===== config.mk =====
export PLATFORM = sky130hd
export DESIGN_NAME = mulu_seq
export DESIGN_NICKNAME = d
export VERILOG_FILES = /design/src/rtl/mulu_seq.sv
export SDC_FILE = /design/constraint.sdc
export NUM_CORES = 1
export LEC_CHECK = 0
export CORE_MARGIN = 1
export CORE_UTILIZATION = 60
export DETAILED_ROUTE_END_ITERATION = 7
export PLACE_DENSITY = 0.95
export SETUP_SLACK_MARGIN = 0.2
export SLEW_MARGIN = 40
export SYNTH_ARGS = -nofsm -noshare
export SYNTH_HDL_FRONTEND = slang
export SYNTH_SLANG_ARGS = --single-unit

===== constraint.sdc =====
create_clock -name i_clk -period 6.9 [get_ports i_clk]
set_input_delay 1.38 -clock i_clk [delete_from_list [all_inputs] [get_ports i_clk]]
set_output_delay 1.38 -clock i_clk [all_outputs]
set_load 0.02 [all_outputs]

===== src/rtl/mulu_seq.sv =====
// Sequential unsigned shift-and-add multiplier, WIDTH x WIDTH -> 2*WIDTH, one multiplier bit per clock.
// Define MULU_EARLY_TERM_EN to finish as soon as the remaining multiplier bits are all zero.
module mulu_seq #(
    parameter int unsigned WIDTH = 32
) (
    input  logic               i_clk,
    input  logic               i_rst_n,
    input  logic               i_valid,
    output logic               o_ready,
    input  logic [WIDTH-1:0]   i_multiplicand,
    input  logic [WIDTH-1:0]   i_multiplier,
    output logic               o_valid,
    input  logic               i_ready,
    output logic [2*WIDTH-1:0] o_product,
    output logic               o_busy
);

    localparam int unsigned CW = $clog2(WIDTH) + 1;

    typedef enum logic [1:0] {StIdle, StCalc, StDone} state_e;

    state_e               state_q, state_d;
    logic [2*WIDTH-1:0]   acc_q, acc_d;
    logic [2*WIDTH-1:0]   mcand_q, mcand_d;
    logic [WIDTH-1:0]     mplier_q, mplier_d;
    logic [CW-1:0]        count_q, count_d;
    logic [2*WIDTH-1:0]   product_q, product_d;
    logic                 valid_q, valid_d;
    logic [2*WIDTH-1:0]   acc_step;

    // Accumulator after this iteration's conditional add; cannot overflow 2*WIDTH bits.
    assign acc_step = mplier_q[0] ? (acc_q + mcand_q) : acc_q;

    always_comb begin
        state_d   = state_q;
        acc_d     = acc_q;
        mcand_d   = mcand_q;
        mplier_d  = mplier_q;
        count_d   = count_q;
        product_d = product_q;
        valid_d   = valid_q;
        unique case (state_q)
            StIdle: begin
                if (i_valid) begin
                    mcand_d  = {{WIDTH{1'b0}}, i_multiplicand};
                    mplier_d = i_multiplier;
                    acc_d    = '0;
                    count_d  = '0;
                    state_d  = StCalc;
                end
            end
            StCalc: begin
`ifdef MULU_EARLY_TERM_EN
                if (mplier_q == '0) begin
                    product_d = acc_q;
                    valid_d   = 1'b1;
                    state_d   = StDone;
                end else begin
                    acc_d    = acc_step;
                    mcand_d  = mcand_q << 1;
                    mplier_d = mplier_q >> 1;
                    count_d  = count_q + CW'(1);
                end
`else
                acc_d    = acc_step;
                mcand_d  = mcand_q << 1;
                mplier_d = mplier_q >> 1;
                count_d  = count_q + CW'(1);
                if (count_q == CW'(WIDTH - 1)) begin
                    product_d = acc_step;
                    valid_d   = 1'b1;
                    state_d   = StDone;
                end
`endif
            end
            StDone: begin
                if (i_ready) begin
                    valid_d = 1'b0;
                    state_d = StIdle;
                end
            end
            default: begin
                state_d = StIdle;
                valid_d = 1'b0;
            end
        endcase
    end

    always_ff @(posedge i_clk or negedge i_rst_n) begin
        if (!i_rst_n) begin
            state_q   <= StIdle;
            acc_q     <= '0;
            mcand_q   <= '0;
            mplier_q  <= '0;
            count_q   <= '0;
            product_q <= '0;
            valid_q   <= 1'b0;
        end else begin
            state_q   <= state_d;
            acc_q     <= acc_d;
            mcand_q   <= mcand_d;
            mplier_q  <= mplier_d;
            count_q   <= count_d;
            product_q <= product_d;
            valid_q   <= valid_d;
        end
    end

    assign o_ready   = (state_q == StIdle);
    assign o_busy    = (state_q == StCalc);
    assign o_valid   = valid_q;
    assign o_product = product_q;

endmodule


======== After elaboration in Yosys (flattened, before gate mapping) ========
Cells that the tools add are included.
storage, ports and cells
  word-level logic and storage cells ...... 38
  output and inout port bits .............. 67
  bits in registers ....................... 233
cells by class
  bitwise logic cells ..................... 1
  equal/unequal tests ..................... 6
  mux-type cells .......................... 16
  add/subtract/negate cells ............... 2
  reduce and logical (&&, ||, !) cells .... 6
operators with widths
  kind                   number
  $pmux W64 S2           2
  $mux W64               3
  $add A64 B64 Y64       1
  $pmux W32 S2           1
  $mux W32               1
  $pmux W6 S2            1
  $add A6 B1 Y6 const B  1
  $eq A6 B5 Y1 const B   1
  $mux W2                3
  $mux W6                1
  $pmux W2 S3            1
  $reduce_and A3 Y1      2
  $ne A2 B2 Y1 const B   2
  $reduce_and A2 Y1      2
  $pmux W1 S3            1
  $eq A2 B1 Y1 const B   1
  $eq A2 B2 Y1 const B   1
  $logic_not A2 Y1       1
  $mux W1                2
  $ne A2 B1 Y1 const B   1
  $reduce_bool A2 Y1     1
  $not A1 Y1             1

======== Depth between registers and ports, before layout ========
Gate-level depths: netlist (run 1).
  depth in word-level cells ............... 3
  depth in mapped cells ................... 14
  mapped depth without buffers ............ 14

======== Worst setup path before layout (run 1) ========
No wires, ideal clock.
  path kind ............................... reg-to-reg
  from .................................... reg acc_q[0]
  to ...................................... reg product_q[60], in the netlist o_product[60]
  stages on the path, launching flop included .. 15
  library setup time ...................... 0.124 ns
  path slack .............................. 3.653 ns
  arrival ................................. 3.123 ns
  path through ............................ dfrtp_1 ha_1 inv_1 fa_1 nand2b_1 a21oi_2 a31oi_2 o41ai_4 o21ai_2 o41ai_4 a21oi_2 o31ai_1 a21oi_1 mux2i_1 a211o_1
between the ends
  cells in the longest elaborated chain, start to end .. 2
RTL lines
  item                      line  RTL
  start: declaration        23    logic [2*WIDTH-1:0] acc_q, acc_d;
  start signal: assignment  92    acc_q <= '0;
  start signal: assignment  100   acc_q <= acc_d;
  $add A64 B64 Y64          32    assign acc_step = mplier_q[0] ? (acc_q + mcand_q) : acc_q;
  $mux W64                  32
  end signal: assignment    104   product_q <= product_d;
  end: declaration          27    logic [2*WIDTH-1:0] product_q, product_d;
Every way passes these cells.
A chain may end at the register's enable or synchronous reset.

======== Worst setup path after layout (run 1) ========
  from .................................... reg state_q[0]
  to ...................................... out o_busy
between the ends
  cells in the longest elaborated chain, start to end .. 1
RTL lines
  item                      line  RTL
  start: declaration        22    state_e state_q, state_d;
  start signal: assignment  91    state_q <= StIdle;
  start signal: assignment  99    state_q <= state_d;
  $eq A2 B1 Y1              110   assign o_busy = (state_q == StCalc);
  end: declaration          15    output logic o_busy
Every way passes these cells.

==> summary.md, run 1 <==
| Metric | Value |
|---|---|
| HP Class | reg2reg |
| Hold-fix buffers, CTS | 0 |
| Final setup violation count | 0 |
| Core area | 21800 sq um |
| Synth top cells by count | dfrtp_1, nand2_1, o21ai_0, clkbuf_1, a21oi_1 |
| Tcrit/Tclk final | 67.3% |
| I/O Pins | roughly 140 |
| Clock tree sinks | 233 |
| Most frequent cell after synthesis | dfrtp_1 |
| Post-synth EDFFs | 0 |
| Clk Latency, worst-skew pair | 0.54 ns |
| Final setup TNS | 0 ns |
| Critical path startpoint | state_q[0] |
| Max transition margin | 44.0% |
| Worst Setup End Kind | primary output |
| RSZ-0062 raised after global routing | false |
| Fin crit period | around 4.6 ns |
| Clock Pin Slew Worst Setup and Hold Paths | ~0.06 ns |
| CTS Buf Count | 25 |
| WP data required | 5.52 ns |
| Tightest Pin Transition | 0.839 ns |
| Synth Instances | 1415 |
| Worst-case clock skew | 0.0157 ns |
| Via count | about 11000 |
| Fillcell total | 1601 |
| Synth warn | 0 |
| Ant. Diodes | 0 |
| Area occupied by multi-input gates | 6990 sq um |
| #FFs+latches synth | 233 |
| Most common flop cell mapped by yosys | dfrtp_1 |
| Overall routed net length | 34.6 mm |
| Worst setup margin | 2.25 ns |
| Final hold viol count | 0 |
| Die span in x | 151 um |
| CTS tree | done |
| # resized after CTS | 0 |
| Syn nets | between 1500 and 2000 |
| Avg Cell Area, Syn | 9.36 sq um |
| Area leader, netlist | dfrtp_1 |
| DIE AREA | 22700 sq um |
| Worst vdd ir | about 250 uV |
| Fin nets | 1614 |
| Routed Antenna Nets | 0 |
| Register area share after synthesis | 44.0% |
| Initial Utilization | 60.9% |
| Max_cap viols | 0 |
| Routability cong. | 1.01 |
| Drt wl/cell | around 19 um |
| Vias per cell | 6.40 |
| Port bufs | 134 |
| Synth cell types | 59 |
| Largest net degree at the start of global routing | 120 |
| Hold WS | between 0.4 and 0.5 ns |
| Synth-to-layout area growth | 16.9% |
| Fmax | 215 MHz |
| Synth top area share | 44.0% |
| Drt pass-1 iters | 7 |
| Fin cells | 1777 |
| Height of the die | 151 um |
| Root Buffer | clkbuf_16 |
| HPWL Detailed | between 20 and 25 mm |
| Total leakage power | 0.00692 uW |
| Setup Buffers After CTS | 0 |
| Asr flop ratio synth | 100% |
| Worst Path Arrival | 3.27 ns |
| Hold_sp | o_product[13] |
| Setup crit start kind | flip-flop |
| Synth area leaders | dfrtp_1, o21ai_0, ha_1, a22o_1, nand2_1 |
| First-pass GRT wire length | ~56 mm |
| CP Max Fanout | 68 |
| Mapped cell area | 13200 sq um |
| Worst R2R Start | acc_q[0] |
| Cells after DPL | 1734 |
| CTS Buffer Depth | 3 |
| WS Path Type | reg2out |
| Place WS | 2.85 ns |
| Total track usage | 31.1% |
| Post-route DRC | 0 |
| Status | completed |
| Initial DRC Count | between 800 and 900 |
| Pwr dens | 448 nW/um^2 |
| Vias in the first global route | 11100 |
| Final slew viol count | 0 |
| Initial antenna violation count | 0 |
| Share of cells above drive strength 1 | 4.41% |
| Cell row count | 54 |
| GRT Residual Overflow | 0 |
| Pwr Total | around 6900 uW |
| Register Area | 5840 sq um |
| CTS H-tree depth | 1 |
cells in the final DEF (no fill, tap or decap), drive strengths merged, types with 6 or more instances in the layout:
cell,n
dfrtp,233
nand2,193
o21ai,191
clkdlybuf4s50,133
a21oi,90
a22o,83
ha,64
a22oi,63
mux2i,56
nor2,52
a21o,40
clkbuf,36
xnor2,34
nand4,31
xor2,29
inv,19
nand3,16
o21bai,15
buf,12
o31ai,10
nor3,8
nor3b,8
a31oi,8
a211oi,7
nor2b,7
nand2b,6
per-layer routing:
| layer | vias up | GRT usage [%] | routed length (um) |
|---|---|---|---|
| met2 | 463 | 49.9 | 16000 |
| met3 | 95 | 5.09 | 2490 |
| li1 | 5309 | - | - |
| met5 | - | 0 | 0 |
| met4 | 0 | 10.6 | 1070 |
| met1 | 5509 | 43.0 | 15100 |
logic make-up after synthesis:
| family | after synthesis | share of synthesized area (%) |
|---|---|---|
| AOI/OAI and AO/OA | 538 | 26.6 |
| and+or+nand+nor | 336 | 11.2 |
| DFF | 233 | 44.0 |
| buffers and inverters | 124 | 3.62 |
| adders and majority gates | 65 | 6.20 |
| xor gates and xnor gates | 63 | 4.16 |
| muxes | 56 | 4.23 |
worst max-delay path, stage by stage, from the launching register on:
cell and delay (ns):
dfrtp_2 0.34, buf_4 0.59, nand2_1 0.50, inv_1 0.15
buf_4 0.42, clkdlybuf4s50_1 0.69
worst paths after layout:
check | endpoint | slack, ns | cells after the start
setup / recovery | o_busy | 2.25 | 5
hold / removal | o_product[13] | 0.48 | 2
setup reg to reg | o_product[60] | 3.16 | 14
hold reg to reg | o_product[13] | 0.48 | 2
max in group asynchronous | acc_q[9] | 4.81 | 3
min in group asynchronous | o_product[34] | 0.77 | 1
state kept, by name, indices dropped and copies added, names as in the netlist:
signal     flops
count_q        6
mcand_q       64
mplier_q      32
o_product     64
acc_q         64
o_valid        1
state_q        2
per-stage QoR:
stage,cell area [sq um],util [%]
CTS,15500,71.2
finish,15500,71.2
global placement,14700,67.3
global route,15500,71.2
floorplan,13200,-
detailed placement,14700,67.5
cell type report:
cell class              instances  area share, %
inverters                      18          0.436
flip-flops and latches        233           37.7
clock buffers                  36           4.63
multi-input cells            1058           45.1
repair buffers                145           9.38
clock inverters                 7          0.485
well taps                     280           2.26
power by group:
group	total [uW]	internal (uW)	switching [uW]
combinational	3360	1380	1980
clock	1300	758	544
sequential	2280	1850	435
total	6940	3990	2960
Note: power is estimated with default switching activity, not from simulation.
==> run 2, diff against run 1 <==
--- a/config.mk
+++ b/config.mk
@@ -6,9 +6,9 @@
 export NUM_CORES = 1
 export LEC_CHECK = 0
 export CORE_MARGIN = 1
-export CORE_UTILIZATION = 60
+export CORE_UTILIZATION = 58
 export DETAILED_ROUTE_END_ITERATION = 7
-export PLACE_DENSITY = 0.95
+export PLACE_DENSITY = 0.92
 export SETUP_SLACK_MARGIN = 0.2
 export SLEW_MARGIN = 40
 export SYNTH_ARGS = -nofsm -noshare
==> constraint.sdc (replaced) <==
create_clock -name i_clk -period 4.73 [get_ports i_clk]
set_input_delay 0.946 -clock i_clk [delete_from_list [all_inputs] [get_ports i_clk]]
set_output_delay 0.946 -clock i_clk [all_outputs]
set_load 0.02 [all_outputs]
==> run 2 against run 1 <==
Against the previous run: power rose by 48%; flip-flop and latch count did not move; worst setup slack got worse by 1.2 ns; sequential share of layout area fell by 0.31 points; register-to-register slack got worse by 2.1 ns; the run now ends with DRC left; wire length barely moved; clock skew rose by 0.018 ns; utilization fell by 0.50 points; critical path type is now reg2reg; die area rose by 3.4%; cell area rose by 0.84%; clock power rose by 57%.
==> summary.md, run 2 (synthesis results as in run 1) <==
| Metric | Value |
|---|---|
| Status | finished, violations left |
| Violated checks | DRC |
| CTS tree | done |
| Pwr dens | ~660 nW/um^2 |
| Largest net degree at the start of global routing | 120 |
| Drt pass-1 iters | 8 |
| WS Path Type | reg2reg |
| Ant. Diodes | 0 |
| Worst vdd ir | 338 uV |
| GRT Residual Overflow | 0 |
| WP data required | 5.16 ns |
| CTS H-tree depth | 1 |
| Commonest non-fill, non-tap cells in the layout | dfrtp_1, nand2_1, o21ai_0 |
| Core area | around 22000 sq um |
| Overall routed net length | around 35 mm |
| Total track usage | a little under a third |
| FF-to-FF setup slack | 1.05 ns |
| Root Buffer | clkbuf_16 |
| CP Max Fanout | 3 |
| Fin nets | roughly 1600 |
| Vias per cell | 6.43 |
| Final hold viol count | 0 |
| Post-route DRC | 2 |
| Worst r2r path cells | 14 |
| Routed Antenna Nets | 0 |
| CTS Buffer Depth | 3 |
| Port bufs | 134 |
| Clk Latency, worst-skew pair | approximately 0.55 ns |
| Drt wl/cell | roughly 20 um |
| Most common cell after layout, fill and taps aside | dfrtp_1 |
| Reg2reg end | o_product[60] |
| Setup Buffers After CTS | 0 |
| # resized after CTS | 0 |
| Final setup violation count | 0 |
| HPWL Detailed | 24.2 mm |
| Clock Pin Slew Worst Setup and Hold Paths | 0.06 ns |
| Setup crit start kind | flip-flop |
| Worst-case clock skew | ~0.033 ns |
| CTS Buf Count | 25 |
| Tightest Pin Transition | around 0.9 ns |
| Max_cap viols | 0 |
| Max transition margin | 39.8% |
| Final setup TNS | 0 ns |
| DIE AREA | approximately 23000 sq um |
| I/O Pins | 135 |
| Tcrit/Tclk final | 77.8% |
| Via count | ~11000 |
| Share of cells above drive strength 1 | slightly below 5% |
| Worst Setup End Kind | flip-flop |
| RSZ-0062 raised after global routing | false |
| HP Class | in2async |
| Fmax | 272 MHz |
| Fin cells | 1782 |
| Initial Utilization | roughly three fifths |
| Worst R2R Start | acc_q[0] |
| Height of the die | ~150 um |
| Cells after DPL | around 1700 |
| Routability cong. | around 0.95 |
| Fin crit period | 3.68 ns |
| Synth-to-layout area growth | 17.8% |
| Total leakage power | 0.00696 uW |
| Die span in x | between 150 and 200 um |
| Final slew viol count | 0 |
| Worst Path Arrival | 4.11 ns |
| Initial DRC Count | roughly 900 |
| First-pass GRT wire length | between 50 and 60 mm |
| Vias in the first global route | 11200 |
| Hold-fix buffers, CTS | 0 |
| Clock tree sinks | 233 |
| Initial antenna violation count | 0 |
| Cell row count | 54 |
[run 2: cell count changes in the layout (fill, tap and decap cells not counted), sizes merged]
cell / previous run / this run
clkbuf: 36 / 34
bufinv: 1 / 2
clkinvlp: 0 / 5
clkinv: 5 / 1
inv: 19 / 21
buf: 12 / 15
[run 2: where the power goes]
part	switching [uW]	internal [uW]	leakage (uW)	total, uW
sequential	621	2690	0.00310	3320
clock	849	1190	0.000407	2040
combinational	2900	2040	0.00345	4940
[run 2: worst max path at each step]
stage               startpoint            end  cells past startpoint
finish                acc_q[0]  o_product[60]                     14
floorplan             acc_q[0]  o_product[60]                     14
CTS                 mcand_q[0]  o_product[60]                     14
detailed placement    acc_q[0]  o_product[60]                     14
global placement      acc_q[0]  o_product[60]                     14
global route          acc_q[0]  o_product[60]                     14
[run 2: cell type report]
| type | count | area, sq um |
|---|---|---|
| multi-input cells | 1058 | 6990 |
| fillers | 1597 | 6480 |
| flip-flops and latches | 233 | 5840 |
| repair buffers | 148 | 1520 |
| clock buffers | 34 | 719 |
| well taps | 280 | 350 |
| clock inverters | 11 | 140 |
| inverters | 18 | 67.6 |
[run 2: per-stage QoR]
| stage | util [%] | hold slack [ns] | total power, uW | instance area, sq um | setup WS (ns) |
|---|---|---|---|---|---|
| 4_1_cts | 70.7 | 0.184 | 10300 | 15600 | 1.10 |
| 6_report | 70.7 | 0.199 | 10300 | 15600 | 1.05 |
| 5_1_grt | 70.7 | 0.188 | 10900 | 15600 | 0.879 |
| 3_5_place_dp | 66.8 | 0.470 | 8170 | 14800 | 1.14 |
| 3_3_place_gp | 66.4 | 0.459 | 7950 | 14700 | 1.25 |
| 2_1_floorplan | - | 0.450 | 6650 | 13200 | 1.48 |
[run 2: routing by layer]
metal	part of all wire, %	vias to the layer above	GRT usage, %
li1	-	5334	-
met1	42	5562	40.5
met2	48	480	50.0
met3	6.9	88	4.42
met4	3.0	0	9.43
met5	0	-	0
[run 2: worst max-delay path, stage by stage (launching register included)]
cell	delay, ns
dfrtp_1	0.38
ha_1	0.21
inv_1	0.08
fa_1	0.39
nand2b_1	0.19
a21oi_2	0.22
a31oi_2	0.18
o41ai_4	0.43
o21ai_2	0.18
o41ai_4	0.33
a21oi_2	0.14
o31ai_1	0.26
a21oi_1	0.15
mux2i_1	0.14
a211o_1	0.28
